$ cat config.mk
export PLATFORM = sky130hd
export DESIGN_NAME = shader_scheduler
export DESIGN_NICKNAME = d
export VERILOG_FILES = /design/src/rtl/shader_scheduler.sv
export SDC_FILE = /design/constraint.sdc
export NUM_CORES = 1
export LEC_CHECK = 0
export BUFFER_PORTS_ARGS = -buffer_cell sky130_fd_sc_hd__buf_2
export CORE_MARGIN = 2
export CORE_UTILIZATION = 48
export DETAILED_ROUTE_END_ITERATION = 10
export HOLD_SLACK_MARGIN = 0.15
export PLACE_DENSITY_LB_ADDON = 0.2
export SLEW_MARGIN = 20
export SYNTH_ARGS = -nofsm -noshare
export SYNTH_HDL_FRONTEND = slang
export SYNTH_SLANG_ARGS = --single-unit
$ cat constraint.sdc
create_clock -name clock -period 2.5 [get_ports clock]
set_input_delay 0.5 -clock clock [delete_from_list [all_inputs] [get_ports clock]]
set_output_delay 0.5 -clock clock [all_outputs]
set_load 0.1 [all_outputs]
$ cat src/rtl/shader_scheduler.sv
// shader_scheduler: frame-level sequencer for the pixel_shader array.
//
// Each frame it resets the shaders, broadcasts every voxel for the rasterize
// pass, then broadcasts every voxel with its palette colour for the shade pass.
// Finally it walks pixel_index over all shaders and streams each pixel to the
// framebuffer writer.
//
// Optional feature macro: SHADER_SCHED_WATCHDOG_EN bounds every wait state by
// WATCHDOG_CYCLES and raises a sticky error flag when a wait times out.
//
// Handshake: a framebuffer transfer occurs on a rising clock edge where
// fb_valid && fb_ready. While fb_valid is high, fb_addr and fb_data do not
// change. fb_ready while fb_valid is low is ignored.
//
// Ports:
//   clock, reset (async, active-low)
//   start, voxel_count          : frame request, voxel count sampled at start
//   busy, frame_done, error     : status
//   voxel_rd/addr/data          : voxel memory (data valid 1 cycle after rd)
//   palette_addr/data           : palette RAM (1-cycle read latency)
//   voxel_x/y/z/id, palette_entry : registered broadcast bus to the shaders
//   shader_reset, do_rasterize, do_shade : shader controls
//   rasterizing_done, shading_done       : per-shader done pulses
//   pixel_index, pixel          : shared pixel readout bus
//   fb_valid/ready/addr/data    : framebuffer write handshake
//   state_dbg                   : current FSM state
module shader_scheduler #(
    parameter int NUM_SHADERS     = 16,
    parameter int VADDR_BITS      = 12,
    parameter int COORD_BITS      = 8,
    parameter int PALETTE_BITS    = 8,
    parameter int PIXEL_BITS      = 8,
    parameter int INDEX_BITS      = 32,
    parameter int WATCHDOG_CYCLES = 1024
) (
    input  logic                                  clock,
    input  logic                                  reset,
    input  logic                                  start,
    input  logic [VADDR_BITS-1:0]                 voxel_count,
    output logic                                  busy,
    output logic                                  frame_done,
    output logic                                  error,
    output logic                                  voxel_rd,
    output logic [VADDR_BITS-1:0]                 voxel_addr,
    input  logic [3*COORD_BITS+PALETTE_BITS-1:0]  voxel_data,
    output logic [PALETTE_BITS-1:0]               palette_addr,
    input  logic [PIXEL_BITS-1:0]                 palette_data,
    output logic [COORD_BITS-1:0]                 voxel_x,
    output logic [COORD_BITS-1:0]                 voxel_y,
    output logic [COORD_BITS-1:0]                 voxel_z,
    output logic [PALETTE_BITS-1:0]               voxel_id,
    output logic [PIXEL_BITS-1:0]                 palette_entry,
    output logic                                  shader_reset,
    output logic                                  do_rasterize,
    output logic                                  do_shade,
    input  logic [NUM_SHADERS-1:0]                rasterizing_done,
    input  logic [NUM_SHADERS-1:0]                shading_done,
    output logic [INDEX_BITS-1:0]                 pixel_index,
    input  logic [PIXEL_BITS-1:0]                 pixel,
    output logic                                  fb_valid,
    input  logic                                  fb_ready,
    output logic [INDEX_BITS-1:0]                 fb_addr,
    output logic [PIXEL_BITS-1:0]                 fb_data,
    output logic [3:0]                            state_dbg
);

    typedef enum logic [3:0] {
        IDLE, CLEAR, R_FETCH, R_LOAD, R_ISSUE, R_WAIT,
        S_FETCH, S_LOAD, S_PAL, S_ISSUE, S_WAIT, READOUT, FB_WAIT, DONE
    } state_t;

    state_t                  state, state_n;
    logic [VADDR_BITS-1:0]   count_q;
    logic [VADDR_BITS-1:0]   idx;
    logic [INDEX_BITS-1:0]   p;
    logic                    clr_cnt;
    logic [NUM_SHADERS-1:0]  done_seen;
    logic [NUM_SHADERS-1:0]  done_vec;
    logic                    all_done;
    logic                    wd_expire;
    logic                    wait_exit;
    logic                    fb_exit;
    logic                    idx_last;
    logic                    p_last;

    // Unpacked voxel word {id, z, y, x}
    logic [COORD_BITS-1:0]   vd_x, vd_y, vd_z;
    logic [PALETTE_BITS-1:0] vd_id;
    assign vd_x  = voxel_data[COORD_BITS-1:0];
    assign vd_y  = voxel_data[2*COORD_BITS-1:COORD_BITS];
    assign vd_z  = voxel_data[3*COORD_BITS-1:2*COORD_BITS];
    assign vd_id = voxel_data[3*COORD_BITS+PALETTE_BITS-1:3*COORD_BITS];

    // Done collection includes this cycle's pulses so a late ack exits at once.
    assign done_vec  = (state == S_WAIT) ? shading_done : rasterizing_done;
    assign all_done  = &(done_seen | done_vec);
    assign wait_exit = all_done | wd_expire;
    assign fb_exit   = fb_ready | wd_expire;
    // Compared against the latched count, so a full 2^VADDR_BITS-1 count works.
    assign idx_last  = ((idx + VADDR_BITS'(1)) == count_q);
    assign p_last    = ((p + INDEX_BITS'(1)) == INDEX_BITS'(NUM_SHADERS));

    assign pixel_index = p;
    assign state_dbg   = state;

    always_ff @(posedge clock or negedge reset) begin
        if (!reset) state <= IDLE;
        else        state <= state_n;
    end

    always_comb begin
        state_n      = state;
        busy         = (state != IDLE);
        frame_done   = 1'b0;
        voxel_rd     = 1'b0;
        voxel_addr   = '0;
        palette_addr = '0;
        shader_reset = 1'b0;
        do_rasterize = 1'b0;
        do_shade     = 1'b0;
        fb_valid     = 1'b0;
        case (state)
            IDLE:    if (start) state_n = CLEAR;
            CLEAR: begin
                shader_reset = 1'b1;
                if (clr_cnt) state_n = (count_q == '0) ? READOUT : R_FETCH;
            end
            R_FETCH: begin
                voxel_rd   = 1'b1;
                voxel_addr = idx;
                state_n    = R_LOAD;
            end
            R_LOAD:  state_n = R_ISSUE;
            R_ISSUE: begin
                do_rasterize = 1'b1;
                state_n      = R_WAIT;
            end
            R_WAIT:  if (wait_exit) state_n = idx_last ? S_FETCH : R_FETCH;
            S_FETCH: begin
                voxel_rd   = 1'b1;
                voxel_addr = idx;
                state_n    = S_LOAD;
            end
            S_LOAD: begin
                // Palette address driven straight from the returning voxel so
                // the colour is back in S_PAL.
                palette_addr = vd_id;
                state_n      = S_PAL;
            end
            S_PAL:   state_n = S_ISSUE;
            S_ISSUE: begin
                do_shade = 1'b1;
                state_n  = S_WAIT;
            end
            S_WAIT:  if (wait_exit) state_n = idx_last ? READOUT : S_FETCH;
            READOUT: state_n = FB_WAIT;
            FB_WAIT: begin
                fb_valid = 1'b1;
                if (fb_exit) state_n = p_last ? DONE : READOUT;
            end
            DONE: begin
                frame_done = 1'b1;
                state_n    = IDLE;
            end
            default: state_n = IDLE;
        endcase
    end

    always_ff @(posedge clock or negedge reset) begin
        if (!reset) begin
            count_q       <= '0;
            idx           <= '0;
            p             <= '0;
            clr_cnt       <= 1'b0;
            done_seen     <= '0;
            voxel_x       <= '0;
            voxel_y       <= '0;
            voxel_z       <= '0;
            voxel_id      <= '0;
            palette_entry <= '0;
            fb_addr       <= '0;
            fb_data       <= '0;
        end else begin
            case (state)
                IDLE: if (start) begin
                    count_q <= voxel_count;
                    idx     <= '0;
                    p       <= '0;
                    clr_cnt <= 1'b0;
                end
                CLEAR: clr_cnt <= ~clr_cnt;
                R_LOAD, S_LOAD: begin
                    voxel_x  <= vd_x;
                    voxel_y  <= vd_y;
                    voxel_z  <= vd_z;
                    voxel_id <= vd_id;
                end
                S_PAL: palette_entry <= palette_data;
                R_ISSUE, S_ISSUE: done_seen <= '0;
                R_WAIT, S_WAIT: begin
                    done_seen <= done_seen | done_vec;
                    if (wait_exit) idx <= idx_last ? '0 : idx + VADDR_BITS'(1);
                end
                READOUT: begin
                    fb_addr <= p;
                    fb_data <= pixel;
                end
                FB_WAIT: if (fb_exit) p <= p_last ? '0 : p + INDEX_BITS'(1);
                default: ;
            endcase
        end
    end

`ifdef SHADER_SCHED_WATCHDOG_EN
    localparam int WD_BITS = $clog2(WATCHDOG_CYCLES + 1);
    logic [WD_BITS-1:0] wd_cnt;
    logic               in_wait;
    logic               normal_exit;

    assign in_wait     = (state == R_WAIT) || (state == S_WAIT) || (state == FB_WAIT);
    assign normal_exit = (state == FB_WAIT) ? fb_ready : all_done;
    assign wd_expire   = in_wait && (wd_cnt == WD_BITS'(WATCHDOG_CYCLES - 1));

    // Every wait is entered from a non-wait state, so clearing outside the
    // waits restarts the count on each entry.
    always_ff @(posedge clock or negedge reset) begin
        if (!reset) begin
            wd_cnt <= '0;
            error  <= 1'b0;
        end else begin
            wd_cnt <= in_wait ? wd_cnt + WD_BITS'(1) : '0;
            if (state == IDLE && start)       error <= 1'b0;
            else if (wd_expire && !normal_exit) error <= 1'b1;
        end
    end
`else
    logic unused_wd;
    assign unused_wd = (WATCHDOG_CYCLES != 0);
    assign wd_expire = 1'b0;
    assign error     = 1'b0;
`endif

endmodule
==> results of run 1 <==
stage by stage:
step	hold WS [ns]	instances	power [mW]	setup WS (ns)	setup TNS (ns)
after floorplan	0.204	830	9.92	-0.387	-7.33
after global placement	0.459	1361	11.4	-0.191	-2.15
after detailed placement	0.468	1361	11.6	-0.263	-3.45
after CTS	0.282	1403	14.3	-0.156	-1.59
after global routing	0.289	1414	15.1	-0.259	-3.16
final	0.299	1414	14.5	-0.189	-1.92
cells in the final DEF, fill, tap and decap left out, types with 12 or more instances in the layout:
cell type / n
buf_2: 214
buf_4: 128
dfrtp_1: 126
mux2_2: 90
nand2_1: 71
nand3_1: 40
nor2_1: 30
buf_12: 28
a21oi_1: 23
nand4_1: 19
and3_1: 18
clkbuf_16: 18
dfrtp_4: 17
nor4_1: 16
buf_6: 15
inv_1: 14
xnor2_1: 14
dfrtp_2: 14
xor2_1: 12
a21o_1: 12
final cells by class:
class / count / area (sq um)
Sequential cell: 157 / 4010
Inverter: 17 / 67.6
Clock inverter: 10 / 106
Timing Repair Buffer: 389 / 2840
Multi-Input combinational cell: 594 / 4660
Tap cell: 225 / 282
Clock buffer: 22 / 464
Fill cell: 1225 / 4810
routing by layer:
metal | vias to the layer above | track usage (%)
met4 | 2 | 8.33
met2 | 292 | 42.3
li1 | 3738 | -
met3 | 49 | 5.41
met1 | 3900 | 35.7
met5 | - | 0
cell families (layout without fill, tap and decap cells):
| family | count (synthesis) | count (layout) | synth area share, % |
|---|---|---|---|
| AO/OA/AOI/OAI | 138 | 139 | 11.5 |
| other | 1 | 1 | 0.0444 |
| XOR/XNOR | 27 | 27 | 2.80 |
| buffers and inverters | 82 | 438 | 4.30 |
| multiplexers | 100 | 100 | 13.2 |
| AND/OR/NAND/NOR | 323 | 325 | 21.3 |
| adder cells (fa/ha/maj) | 2 | 2 | 0.296 |
| flip-flops | 157 | 157 | 46.5 |
state kept, by name (all words and copies together), names as in the netlist:
name           cells
voxel_x            8
pixel_index       32
done_seen         16
state_dbg          4
fb_addr           32
voxel_y            8
clr_cnt            1
voxel_z            8
idx               12
count_q           12
voxel_id           8
fb_data            8
palette_entry      8
where the power goes:
| part | total, mW | leakage [nW] | switching, mW | internal (mW) |
|---|---|---|---|---|
| clock | 2.53 | 0.277 | 1.08 | 1.44 |
| sequential | 3.73 | 1.98 | 0.434 | 3.29 |
| combinational | 8.25 | 3.69 | 6.10 | 2.15 |
worst reg2reg max path, cell delays in order (launching register included):
cell	delay [ns]
dfrtp_4	0.44
nand4_4	0.14
or4_4	0.56
xnor2_2	0.14
or4_4	0.43
nor4_4	0.16
o2111ai_2	0.20
o21ai_4	0.22
buf_6	0.17
a2111oi_1	0.08
how the worst min path moves through the flow:
stage                   start            to  slack (ns)
2_1_floorplan           reset       clr_cnt        0.20
5_1_grt              pixel[0]    fb_data[0]        0.29
6_report       voxel_data[17]    voxel_z[1]        0.30
3_5_place_dp     done_seen[5]  done_seen[5]        0.47
3_3_place_gp     done_seen[1]  done_seen[1]        0.46
4_1_cts         voxel_data[7]    voxel_x[7]        0.28
cell usage after synthesis (all sizes together) (3+ instances only):
cell type / n / area (sq um)
a211o: 11 / 96.3
o21ai: 27 / 143
o21bai: 7 / 52.6
mux2i: 8 / 80.1
xor2: 12 / 105
or3: 10 / 67.6
dfrtp: 157 / 3930
buf: 28 / 159
clkbuf: 37 / 140
mux2: 92 / 1040
inv: 16 / 60.1
xnor2: 15 / 131
a21boi: 6 / 45.1
a21o: 12 / 90.1
a31oi: 10 / 62.6
nand4: 23 / 186
nor3: 16 / 91.3
nand2: 74 / 278
a22oi: 7 / 52.6
o31a: 3 / 26.3
nor2: 36 / 135
nor3b: 6 / 45.0
nor4: 25 / 156
o31ai: 7 / 52.6
a22o: 5 / 43.8
a2111oi: 3 / 46.3
and2: 26 / 163
nand2b: 3 / 18.8
nor2b: 8 / 50.1
a21oi: 23 / 115
o211ai: 3 / 22.5
or2: 4 / 25.0
and3: 19 / 119
nand3: 46 / 243
and4: 6 / 52.6
or4: 15 / 113
what timing repair did:
item                                    in CTS  in global routing
hold buffers                                 1                  0
endpoints found under the setup margin      47                 54
buffers inserted                             6                 10
pin swaps                                   16                 22
endpoints found under the hold margin       45                  0
gates cloned                                 4                  2
resized for setup                           51                 53
==> flow_metrics.env, run 1 <==
export IMPL_cts_tree="built"
export IMPL_worst_skew_pair_late_latency_ns=0.43
export IMPL_irDropWorstVdd_uv=1560
export IMPL_vias_per_cell=5.64
export IMPL_grt_pass1_vias=7477
export IMPL_num_vias=7981
export IMPL_grt_pass1_wl_microns=38400
export IMPL_core_area_sq_um=17200
export IMPL_min_period_ns=2.69
export IMPL_syn2layout_area_growth_pct=47.1
export IMPL_final_core_util_pct=72.1
export IMPL_grt_max_degree=54
export IMPL_clock_sinks=157
export IMPL_root_buffer="clkbuf_16"
export IMPL_cp_required_ns=2.78
export IMPL_cp_num_buf_inv=1
export IMPL_outcome="finished with violations"
export IMPL_antenna_found_initial=1
export IMPL_max_cap_viol_count=0
export IMPL_hold_path_class="in2reg"
export IMPL_gr_total_overflow=0
export IMPL_firstDrtPassIters=4
export IMPL_violations="negative setup slack"
export IMPL_dr_wl_met3_microns=1530
export IMPL_postPlaceCellArea_sq_um=11200
export IMPL_synthArstFlopShare_pct=100
export IMPL_place_hpwl_microns=17400
export IMPL_start_util_pct=49.0
export IMPL_relSlewSlack_pct=65.3
export IMPL_drt_iter0_drc=456
export IMPL_critPathMaxStageDelay_ns=0.56
export IMPL_cts_max_level=4
export IMPL_rows=48
export IMPL_cts_buffer_depth=2
export IMPL_drc=0
export IMPL_r2r_slack_ns=-0.19
export IMPL_crit_chain="nand4_4, or4_4, xnor2_2, or4_4, nor4_4, o2111ai_2, o21ai_4, buf_6, a2111oi_1"
export IMPL_syn_area_sq_um=8450
export IMPL_max_freq_mhz=372
export IMPL_yosysSeqAreaShare_pct=46.5
export IMPL_fin_area_sq_um=12400
export IMPL_final_nets=1274
export IMPL_synth_nets=928
export IMPL_drv_slew=0
export IMPL_m1WireLength_microns=10900
export IMPL_worstHoldPathCells=2
export IMPL_fp_dieH_microns=137
export IMPL_crit_end="pixel_index[16]"
export IMPL_yosysWarnings=0
export IMPL_clock_skew_ns=0.0119
export IMPL_wl_microns=25300
export IMPL_cp_max_fo=8
export IMPL_critPathKind="reg2reg"
export IMPL_finalHoldViolations=0
export IMPL_synthFlopType="dfrtp_1"
export IMPL_setup_violations=15
export IMPL_period_share_pct=108
export IMPL_rsz0062_at_grt="yes"
export IMPL_crit_path_end_kind="register"
export IMPL_drive_above_1_share_pct=53.9
export IMPL_synth_edf_count=0
export IMPL_antenna_cells=0
export IMPL_path_clk_slew_ns=0.06
export IMPL_route_met2_wl_microns=12300
export IMPL_routed_top_layer="met5"
export IMPL_power_per_cell_area_nw_per_um2=1170
export IMPL_die_area_sq_um=18700
export IMPL_yosysUniqueCellTypes=70
export IMPL_syn_area_per_cell_sq_um=10.2
export IMPL_synthCells=830
export IMPL_max_slew_worst_pin_slew_ns=0.525
export IMPL_portBuffers=238
export IMPL_cellLeakagePower_nw=5.95
export IMPL_cpMaxStageDelayCell="or4_4"
export IMPL_r2r_end="pixel_index[16]"
export IMPL_cp_depth=9
export IMPL_synth_seq_cells=157
export IMPL_grtUsageTotal_pct=26.3
export IMPL_wl_per_cell_microns=17.9
export IMPL_crit_arrival_ns=2.97
export IMPL_cp_startpoint="pixel_index[8]"
export IMPL_die_x_microns=137
export IMPL_cts_buffers=17
export IMPL_r2r_cells=9
export IMPL_start_kind="register"
export IMPL_crit_family="simple AND/OR/NAND/NOR gates"
export IMPL_r2r_start="pixel_index[8]"
export IMPL_path_common_cell="or4_4"
export IMPL_fin_ws_ns=-0.189
export IMPL_final_antenna_net_count=0
export IMPL_ios=240
export IMPL_gp_congestion=0.935
No activity file was read; power rests on OpenSTA's default activity.
==> run 2, diff against run 1 <==
--- a/config.mk
+++ b/config.mk
@@ -5,9 +5,10 @@
 export SDC_FILE = /design/constraint.sdc
 export NUM_CORES = 1
 export LEC_CHECK = 0
+export ABC_AREA = 1
 export BUFFER_PORTS_ARGS = -buffer_cell sky130_fd_sc_hd__buf_2
 export CORE_MARGIN = 2
-export CORE_UTILIZATION = 48
+export CORE_UTILIZATION = 47
 export DETAILED_ROUTE_END_ITERATION = 10
 export HOLD_SLACK_MARGIN = 0.15
 export PLACE_DENSITY_LB_ADDON = 0.2
==> flow_metrics.env, run 2 <==
export IMPL_min_period_ns=2.36
export IMPL_dpl_worst_slack_ns=0.104
export IMPL_cellLeakagePower_nw=5.24
export IMPL_core_area_sq_um=17100
export IMPL_whs_ns=0.279
export IMPL_yosysTopAreaCell="dfrtp_1"
export IMPL_critPathKind="reg2out"
export IMPL_irDropWorstVdd_uv=1500
export IMPL_synth_edf_count=0
export IMPL_antenna_cells=0
export IMPL_syn_area_sq_um=8140
export IMPL_num_vias=7908
export IMPL_cts_max_level=4
export IMPL_yosysSeqAreaShare_pct=48.3
export IMPL_portBuffers=238
export IMPL_path_clk_slew_ns=0.07
export IMPL_hold_path_class="in2reg"
export IMPL_synth_seq_cells=157
export IMPL_gp_congestion=0.938
export IMPL_yosysWarnings=0
export IMPL_die_area_sq_um=18400
export IMPL_syn_area_per_cell_sq_um=7.66
export IMPL_grt_pass1_wl_microns=36700
export IMPL_r2r_start="pixel_index[1]"
export IMPL_crit_path_end_kind="primary output"
export IMPL_power_per_cell_area_nw_per_um2=1470
export IMPL_cp_max_fo=13
export IMPL_clock_skew_ns=0.00951
export IMPL_grt_pass1_vias=7557
export IMPL_finalHoldViolations=0
export IMPL_fp_dieH_microns=136
export IMPL_firstDrtPassIters=6
export IMPL_setup_violations=0
export IMPL_max_cap_viol_count=0
export IMPL_cts_buffers=17
export IMPL_drv_slew=0
export IMPL_period_share_pct=94.6
export IMPL_synth_top_area_share_pct=48.3
export IMPL_root_buffer="clkbuf_16"
export IMPL_wl_per_cell_microns=14.7
export IMPL_cts_tree="built"
export IMPL_yosysUniqueCellTypes=33
export IMPL_syn2layout_area_growth_pct=32.2
export IMPL_start_util_pct=47.6
export IMPL_max_freq_mhz=423
export IMPL_cts_buffer_depth=2
export IMPL_cp_startpoint="state_dbg[0]"
export IMPL_drive_above_1_share_pct=30.4
export IMPL_clock_sinks=157
export IMPL_vias_per_cell=5.11
export IMPL_fin_setup_tns_ns=0
export IMPL_start_kind="register"
export IMPL_fin_area_sq_um=10800
export IMPL_place_hpwl_microns=17400
export IMPL_rsz0062_at_grt="yes"
export IMPL_crit_arrival_ns=1.86
export IMPL_multi_input_area_sq_um=3870
export IMPL_synth_nets=1160
export IMPL_cp_required_ns=2.00
export IMPL_outcome="completed"
export IMPL_postPlaceCellArea_sq_um=10000
export IMPL_ios=240
export IMPL_regArea_sq_um=3960
export IMPL_final_antenna_net_count=0
export IMPL_layout_common_cells="nand2_1, buf_2, dfrtp_1"
export IMPL_synthCells=1062
export IMPL_synthArstFlopShare_pct=100
export IMPL_final_nets=1407
export IMPL_fillCellCount=1542
export IMPL_synth_most_common_cell="nand2_1"
export IMPL_relSlewSlack_pct=56.3
export IMPL_grtUsageTotal_pct=25.4
export IMPL_worst_skew_pair_late_latency_ns=0.43
export IMPL_wl_microns=22800
export IMPL_yosys_top_cells_count="nand2_1, dfrtp_1, nor2_1, o21ai_0, inv_1"
export IMPL_ys_top_cells_by_area="dfrtp_1, nand2_1, o21ai_0"
export IMPL_die_x_microns=136
export IMPL_drt_iter0_drc=535
export IMPL_layout_cells_most_common="nand2_1"
export IMPL_gr_total_overflow=0
export IMPL_rows=48
export IMPL_synthFlopType="dfrtp_1"
export IMPL_max_slew_worst_pin_slew_ns=0.653
export IMPL_antenna_found_initial=0
export IMPL_fin_ws_ns=0.135
export IMPL_hp_start="voxel_count[0]"
export IMPL_drc=0
export IMPL_grt_max_degree=60
-- run 2: cell types whose count changed after synthesis, moves of 25 or more --
cell,previous run,this run
nand2_1,74,322
and2_1,26,1
nand3_1,45,92
inv_1,16,115
mux2_2,92,42
o21ai_0,22,117
nor2_1,36,119
-- run 2: metal layers --
layer | track usage (%) | part of all wire (%)
met1 | 33.1 | 43
met2 | 40.5 | 47
met3 | 6.81 | 8.1
met4 | 9.61 | 1.9
met5 | 0 | 0
-- run 2: worst paths after layout --
kind,endpoint,slack [ns],depth (start not counted)
max reg2reg,state_dbg[1],0.18,14
min,count_q[0],0.28,3
min in group asynchronous,count_q[0],0.59,2
max in group asynchronous,fb_addr[23],1.29,3
max,voxel_addr[0],0.14,6
min reg2reg,fb_addr[17],0.48,2
-- run 2: critical path, stage by stage (launching register included) --
cell	delay [ns]
dfrtp_4	0.51
inv_4	0.10
nand2_4	0.06
nor2_4	0.15
inv_4	0.15
nor2_4	0.12
clkbuf_4	0.33
-- run 2: power breakdown --
part	internal (mW)	total (mW)	switching, mW	leakage [nW]
combinational	1.59	9.04	7.45	2.93
sequential	3.47	4.03	0.554	2.00
clock	1.61	2.74	1.13	0.305
-- run 2: cell families after synthesis --
logic type	count (synthesis)	synth area share, %
AOI/OAI and AO/OA	132	8.24
DFF	157	48.3
and+or+nand+nor	569	29.1
buffers and inverters	149	7.16
muxes	42	5.81
xor gates and xnor gates	10	1.08
adders and majority gates	2	0.307
other	1	0.0461
-- run 2: what timing repair did --
| action | in CTS | in global routing |
|---|---|---|
| resized for setup | 0 | 26 |
| hold buffers | 1 | 0 |
| setup buffers | 0 | 1 |
| setup endpoints to repair | 0 | 30 |
| hold endpoints to repair | 45 | 0 |
-- run 2: final cells by class --
type,count,share of cell area (%)
Clock buffer,17,3.95
Sequential cell,157,36.8
Tap cell,225,2.62
Clock inverter,15,1.84
Inverter,118,4.22
Multi-Input combinational cell,756,35.9
Timing Repair Buffer,259,14.7
-- run 2: stage by stage --
stage / std cells / util, % / power (mW)
after CTS: 1546 / 62.4 / 15.9
after detailed placement: 1513 / 58.7 / 13.1
after floorplan: 1062 / - / 11.5
final: 1547 / 62.9 / 15.8
after global placement: 1513 / 58.7 / 13.0
after global routing: 1547 / 62.9 / 16.5
